### config.mk
export PLATFORM = sky130hd
export DESIGN_NAME = alu_issue
export DESIGN_NICKNAME = d
export VERILOG_FILES = /design/src/rtl/alu_issue_pkg.sv /design/src/rtl/alu_issue_op_decode.sv /design/src/rtl/alu_issue.sv
export SDC_FILE = /design/constraint.sdc
export NUM_CORES = 1
export LEC_CHECK = 0
export ABC_AREA = 1
export CAP_MARGIN = 20
export CORE_UTILIZATION = 25
export CTS_BUF_LIST = sky130_fd_sc_hd__clkbuf_8
export DETAILED_ROUTE_END_ITERATION = 16
export SLEW_MARGIN = 40
export SYNTH_ARGS = -nofsm -noshare
export SYNTH_HDL_FRONTEND = slang
export SYNTH_SLANG_ARGS = --single-unit
### constraint.sdc
create_clock -name clk -period 9 [get_ports clk]
set_input_delay 2.25 -clock clk [delete_from_list [all_inputs] [get_ports clk]]
set_output_delay 2.25 -clock clk [all_outputs]
set_load 0.03 [all_outputs]
### src/rtl/alu_issue_pkg.sv
// ALU opcode, decoded-control and pre-shift types shared by the issue stage and the ALU.
// Pure type/constant definitions; no logic.
package p_alu;

    localparam int ALU_OPCODE_W = 5;

    typedef enum logic [ALU_OPCODE_W-1:0] {
        ALU_ADD  = 5'd0,
        ALU_SUB  = 5'd1,
        ALU_RSB  = 5'd2,
        ALU_AND  = 5'd3,
        ALU_OR   = 5'd4,
        ALU_XOR  = 5'd5,
        ALU_BIC  = 5'd6,
        ALU_NAND = 5'd7,
        ALU_SHL  = 5'd8,
        ALU_SHR  = 5'd9,
        ALU_ASL  = 5'd10,
        ALU_ASR  = 5'd11,
        ALU_ROL  = 5'd12,
        ALU_ROR  = 5'd13,
        ALU_MOV  = 5'd14,
        ALU_NEG  = 5'd15
    } e_alu_opcode;

    typedef enum logic [3:0] {
        CORE_OP_ADD     = 4'd0,
        CORE_OP_AND     = 4'd1,
        CORE_OP_XOR     = 4'd2,
        CORE_OP_SHL     = 4'd3,
        CORE_OP_SHR     = 4'd4,
        CORE_OP_ASL     = 4'd5,
        CORE_OP_ASR     = 4'd6,
        CORE_OP_ROL     = 4'd7,
        CORE_OP_ROR     = 4'd8,
        CORE_OP_INVALID = 4'd9
    } e_core_op;

    typedef enum logic [1:0] {
        UNARY_ID   = 2'd0,
        UNARY_NEG  = 2'd1,
        UNARY_NOT  = 2'd2,
        UNARY_ZERO = 2'd3
    } e_unary_op;

    typedef struct packed {
        logic       en;
        logic [1:0] kind;
        logic [4:0] amount;
    } s_shift;

    // Opcode-derived part of the control word; pre_shift is supplied separately.
    typedef struct packed {
        e_core_op  core;
        e_unary_op a_op;
        e_unary_op b_op;
        e_unary_op out_op;
    } s_decode;

    typedef struct packed {
        s_shift    pre_shift;
        e_core_op  core;
        e_unary_op a_op;
        e_unary_op b_op;
        e_unary_op out_op;
    } s_control;

endpackage

### src/rtl/alu_issue_op_decode.sv
// Combinational opcode -> core/unary-op decode with illegal flag; zero latency, no handshake.
module alu_op_decode
    import p_alu::*;
(
    input  logic [ALU_OPCODE_W-1:0] i_opcode,
    output s_decode                 o_dec,
    output logic                    o_illegal
);

    always_comb begin
        o_dec     = '{core: CORE_OP_INVALID, a_op: UNARY_ID, b_op: UNARY_ID, out_op: UNARY_ID};
        o_illegal = 1'b0;
        case (e_alu_opcode'(i_opcode))
            ALU_ADD:  o_dec = '{CORE_OP_ADD, UNARY_ID,  UNARY_ID,   UNARY_ID};
            ALU_SUB:  o_dec = '{CORE_OP_ADD, UNARY_ID,  UNARY_NEG,  UNARY_ID};
            ALU_RSB:  o_dec = '{CORE_OP_ADD, UNARY_NEG, UNARY_ID,   UNARY_ID};
            ALU_AND:  o_dec = '{CORE_OP_AND, UNARY_ID,  UNARY_ID,   UNARY_ID};
            // OR via De Morgan on the AND core
            ALU_OR:   o_dec = '{CORE_OP_AND, UNARY_NOT, UNARY_NOT,  UNARY_NOT};
            ALU_XOR:  o_dec = '{CORE_OP_XOR, UNARY_ID,  UNARY_ID,   UNARY_ID};
            ALU_BIC:  o_dec = '{CORE_OP_AND, UNARY_ID,  UNARY_NOT,  UNARY_ID};
            ALU_NAND: o_dec = '{CORE_OP_AND, UNARY_ID,  UNARY_ID,   UNARY_NOT};
            ALU_SHL:  o_dec = '{CORE_OP_SHL, UNARY_ID,  UNARY_ID,   UNARY_ID};
            ALU_SHR:  o_dec = '{CORE_OP_SHR, UNARY_ID,  UNARY_ID,   UNARY_ID};
            ALU_ASL:  o_dec = '{CORE_OP_ASL, UNARY_ID,  UNARY_ID,   UNARY_ID};
            ALU_ASR:  o_dec = '{CORE_OP_ASR, UNARY_ID,  UNARY_ID,   UNARY_ID};
            ALU_ROL:  o_dec = '{CORE_OP_ROL, UNARY_ID,  UNARY_ID,   UNARY_ID};
            ALU_ROR:  o_dec = '{CORE_OP_ROR, UNARY_ID,  UNARY_ID,   UNARY_ID};
            ALU_MOV:  o_dec = '{CORE_OP_ADD, UNARY_ID,  UNARY_ZERO, UNARY_ID};
            ALU_NEG:  o_dec = '{CORE_OP_ADD, UNARY_NEG, UNARY_ZERO, UNARY_ID};
            default:  o_illegal = 1'b1;
        endcase
    end

endmodule

### src/rtl/alu_issue.sv
// ALU issue stage: decode + two-entry skid buffer, 1-cycle latency, full throughput.
// Backpressure: o_ready drops only when both entries are held; it never depends on i_ready.
module alu_issue
    import p_alu::*;
#(
    parameter int WIDTH = 32,
    parameter int CNT_W = 8
) (
    input  logic                    clk,
    input  logic                    rst,
    input  logic                    i_flush,
    input  logic                    i_valid,
    output logic                    o_ready,
    input  logic [ALU_OPCODE_W-1:0] i_opcode,
    input  logic [WIDTH-1:0]        i_a,
    input  logic [WIDTH-1:0]        i_b,
    input  s_shift                  i_pre_shift,
    output logic                    o_valid,
    input  logic                    i_ready,
    output s_control                o_ctrl,
    output logic [WIDTH-1:0]        o_a,
    output logic [WIDTH-1:0]        o_b,
    output logic                    o_illegal,
    output logic [CNT_W-1:0]        o_illegal_count
);

    typedef enum logic [1:0] {
        ST_EMPTY = 2'd0,
        ST_ONE   = 2'd1,
        ST_FULL  = 2'd2
    } e_state;

    typedef struct packed {
        s_control          ctrl;
        logic [WIDTH-1:0]  a;
        logic [WIDTH-1:0]  b;
        logic              illegal;
    } s_entry;

    e_state           state_q,  state_d;
    s_entry           main_q,   main_d;
    s_entry           skid_q,   skid_d;
    logic             valid_q,  valid_d;
    logic             ready_q,  ready_d;
    logic [CNT_W-1:0] count_q,  count_d;

    s_decode dec;
    logic    dec_illegal;
    s_entry  in_entry;
    logic    accept;
    logic    emit;

    alu_op_decode u_decode (
        .i_opcode  (i_opcode),
        .o_dec     (dec),
        .o_illegal (dec_illegal)
    );

    always_comb begin
        in_entry = '{
            ctrl:    '{pre_shift: i_pre_shift, core: dec.core, a_op: dec.a_op,
                       b_op: dec.b_op, out_op: dec.out_op},
            a:       i_a,
            b:       i_b,
            illegal: dec_illegal
        };

        accept  = i_valid && ready_q;
        emit    = valid_q && i_ready;

        state_d = state_q;
        main_d  = main_q;
        skid_d  = skid_q;
        count_d = count_q;

        case (state_q)
            ST_EMPTY: begin
                if (accept) begin
                    main_d  = in_entry;
                    state_d = ST_ONE;
                end
            end
            ST_ONE: begin
                if (accept && emit) begin
                    main_d = in_entry;
                end else if (accept) begin
                    skid_d  = in_entry;
                    state_d = ST_FULL;
                end else if (emit) begin
                    state_d = ST_EMPTY;
                end
            end
            ST_FULL: begin
                if (emit) begin
                    main_d  = skid_q;
                    state_d = ST_ONE;
                end
            end
            default: state_d = ST_EMPTY;
        endcase

        // Flush overrides everything; the entry offered this cycle is dropped uncounted.
        if (i_flush) begin
            state_d = ST_EMPTY;
        end else if (accept && dec_illegal && (count_q != {CNT_W{1'b1}})) begin
            count_d = count_q + 1'b1;
        end

        valid_d = (state_d != ST_EMPTY);
        ready_d = (state_d != ST_FULL);
    end

    always_ff @(posedge clk or posedge rst) begin
        if (rst) begin
            state_q <= ST_EMPTY;
            main_q  <= '0;
            skid_q  <= '0;
            valid_q <= 1'b0;
            ready_q <= 1'b1;
            count_q <= '0;
        end else begin
            state_q <= state_d;
            main_q  <= main_d;
            skid_q  <= skid_d;
            valid_q <= valid_d;
            ready_q <= ready_d;
            count_q <= count_d;
        end
    end

    assign o_valid         = valid_q;
    assign o_ready         = ready_q;
    assign o_ctrl          = main_q.ctrl;
    assign o_a             = main_q.a;
    assign o_b             = main_q.b;
    assign o_illegal       = main_q.illegal;
    assign o_illegal_count = count_q;

endmodule
==> results.cfg <==
[status]
status = completed

[sta]
finalHoldViolCount = 0
setup_violations = 0
relSlewSlack_pct = 47.1
fin_hold_ws_ps = 485
fmax_mhz = 227
post-route-period-util_pct = 48.9
fin_crit_ps = 4400
finClkSkew_ps = 11.9
drv_slew = 0
rsz0062_at_grt = no
fin_setup_tns_ps = 0
worstMarginPinSlew_ps = 793

[power]
p_int_mw = 1.96
p_comb_share_pct = 45.6
seq_power_share_pct = 38.7
peakVddDrop_mv = 0.142
switchingPower_mw = 1.45
p_leak_nw = 4.66
swShare_pct = 42.4
clock_power_share_pct = 15.7
power_density_nw_per_um2 = 335

[finish]
antenna_cells = 0
num-fill-cells = 3175
syn_to_final_growth_pct = 31.0
layout_commonest_cell = nand2_1
drive_gt1_share_pct = 4.43
final_cell_mix = nand2_1 (372), dfrtp_1 (175), clkdlybuf4s50_1 (173)
nNetsFinal = 1154
postLayoutCellArea_um2 = 10200
post-route-util_pct = 33.3

[global_routing]
grt_pass1_wl_um = 32200
grt_pass1_vias = 6200
antenna_found_initial = 0
grt_max_degree = 115
grt.overflow.total = 0
grt.total_usage_pct = 12.8

[route]
wl_um = 19600
dr.pass1.iters = 5
drt_iter0_markers = 425
viasPerCell = 4.36
vias = 6443
drc_errors = 0
wl_per_cell_um = 13.3
drtAntennaViolNets = 0

[die]
die_h_um = 178
die_w_um = 178
row_count = 64
initial_utilization_pct = 25.4
die_area_um2 = 31800
pin_count = 175
core_um2 = 30600

[synth]
ys_async_sr_fraction_pct = 100
synth_area_um2 = 7770
synth_edf_count = 0
synthFlopType = dfrtp_1
syn_nets = 1009
ys_seq_elements = 176
synth_warnings = 0
ys_seq_area_share_pct = 56.7
syn_inst = 926
yosysUniqueCellTypes = 27
avgSynthCellArea_um2 = 8.39

[cts]
clk_path_buf_depth = 2
hold_buffers = 0
htree_num_levels = 4
clk_latency_ps = 450
cts.sinks = 176
clk_pin_slew_worst_paths_ps = 100
cts_setup_buffers = 0
cts_tree = built
numCtsBuffers = 17
root_buffer = clkbuf_8
ctsResizeCount = 0

[critical_path]
worst_setup_path_start_kind = input pin
critical_path_arrival_ps = 4780
crit_type = input pin to flip-flop
path_max_fanout = 55
worstPathRequired_ps = 9380
endpoint_kind = flip-flop

[worst_hold_path]
hold_path.class = flip-flop to flip-flop

[flow_run]
cap_violations = 0

[placed_design]
port_buffers = 173
gp_congestion = 0.757
dp_hpwl_um = 12600
placed_cell_area_um2 = 9820
cell type report:
cell class	count	area (um2)	area share, %
multi-input cells	600	2740	26.9
well taps	396	495	4.87
clock buffers	17	234	2.30
inverters	96	378	3.71
clock inverters	14	131	1.29
flip-flops and latches	176	4410	43.3
repair buffers	180	1800	17.7
critical path, cell delays in order:
cell,delay [ps]
clkdlybuf4s50_1,450
nand2_1,80
inv_1,100
nand3_2,290
inv_4,510
buf_4,560
buf_12,260
nor2_1,60
a31oi_1,130
Yosys cell counts (all sizes together) (2+ instances only):
| cell | number | area (um2) |
|---|---|---|
| a21oi | 6 | 30.0 |
| a31oi | 2 | 12.5 |
| buf | 43 | 231 |
| clkbuf | 11 | 41.3 |
| dfrtp | 175 | 4380 |
| inv | 96 | 360 |
| nand2 | 373 | 1400 |
| nand3 | 16 | 85.1 |
| nand4 | 4 | 25.0 |
| nor2 | 28 | 105 |
| o211ai | 73 | 548 |
| o21ai | 86 | 430 |
| xnor2 | 5 | 43.8 |
metal layers:
metal  GRT usage [%]  vias up  wire, um
li1                -     3226         -
met5               0        -         0
met1            17.6     3062      9480
met4            3.60        0       172
met3            3.15       12      1190
met2            20.0      143      8790
sequential cells by signal, summed over array words and instances (netlist names):
name,count
o_ctrl,17
o_a,32
skid_q,82
o_illegal_count,8
o_valid,1
o_illegal,1
o_b,32
state_q,2
o_ready,1
power groups by stage:
stage | logic, mW | clock network (mW) | registers (mW)
6_report | 1.56 | 0.535 | 1.32
3_3_place_gp | 1.55 | 0 | 1.33
5_1_grt | 1.72 | 0.595 | 1.36
2_1_floorplan | 0.623 | 0 | 1.69
3_5_place_dp | 1.58 | 0 | 1.34
4_1_cts | 1.59 | 0.564 | 1.32
path summary, 6_finish.rpt:
path	from	end	slack, ps	depth (start not counted)
min	o_b[30]$_DFFE_PP0P_	o_b[30]$_DFFE_PP0P_	480	2
max reg2reg	o_ready$_DFF_PP1_	skid_q[68]$_DFFE_PP0P_	6310	8
min in group asynchronous	rst	o_ctrl[14]$_DFFE_PP0P_	2280	2
min reg2reg	o_b[30]$_DFFE_PP0P_	o_b[30]$_DFFE_PP0P_	480	2
max	i_valid	skid_q[68]$_DFFE_PP0P_	4600	9
max in group asynchronous	rst	o_illegal_count[6]$_DFFE_PP0P_	5670	3
kinds of logic (layout without fill, tap and decap cells):
logic type | Yosys count | in the layout | synth area share, %
adders and majority gates | 1 | 1 | 0.161
buffers and inverters | 150 | 307 | 8.15
other | 1 | 1 | 0.0483
AOI/OAI and AO/OA | 168 | 168 | 13.2
xor gates and xnor gates | 6 | 6 | 0.676
and+or+nand+nor | 424 | 424 | 21.0
DFF | 176 | 176 | 56.7
metrics by stage:
step | power (mW) | setup WS, ps | cells
after floorplan | 2.31 | 1980 | 926
after global placement | 2.89 | 4110 | 1447
after detailed placement | 2.92 | 4120 | 1448
after CTS | 3.47 | 4630 | 1479
after global routing | 3.68 | 4370 | 1479
final | 3.41 | 4600 | 1479
(Power assumes the default switching activity.)
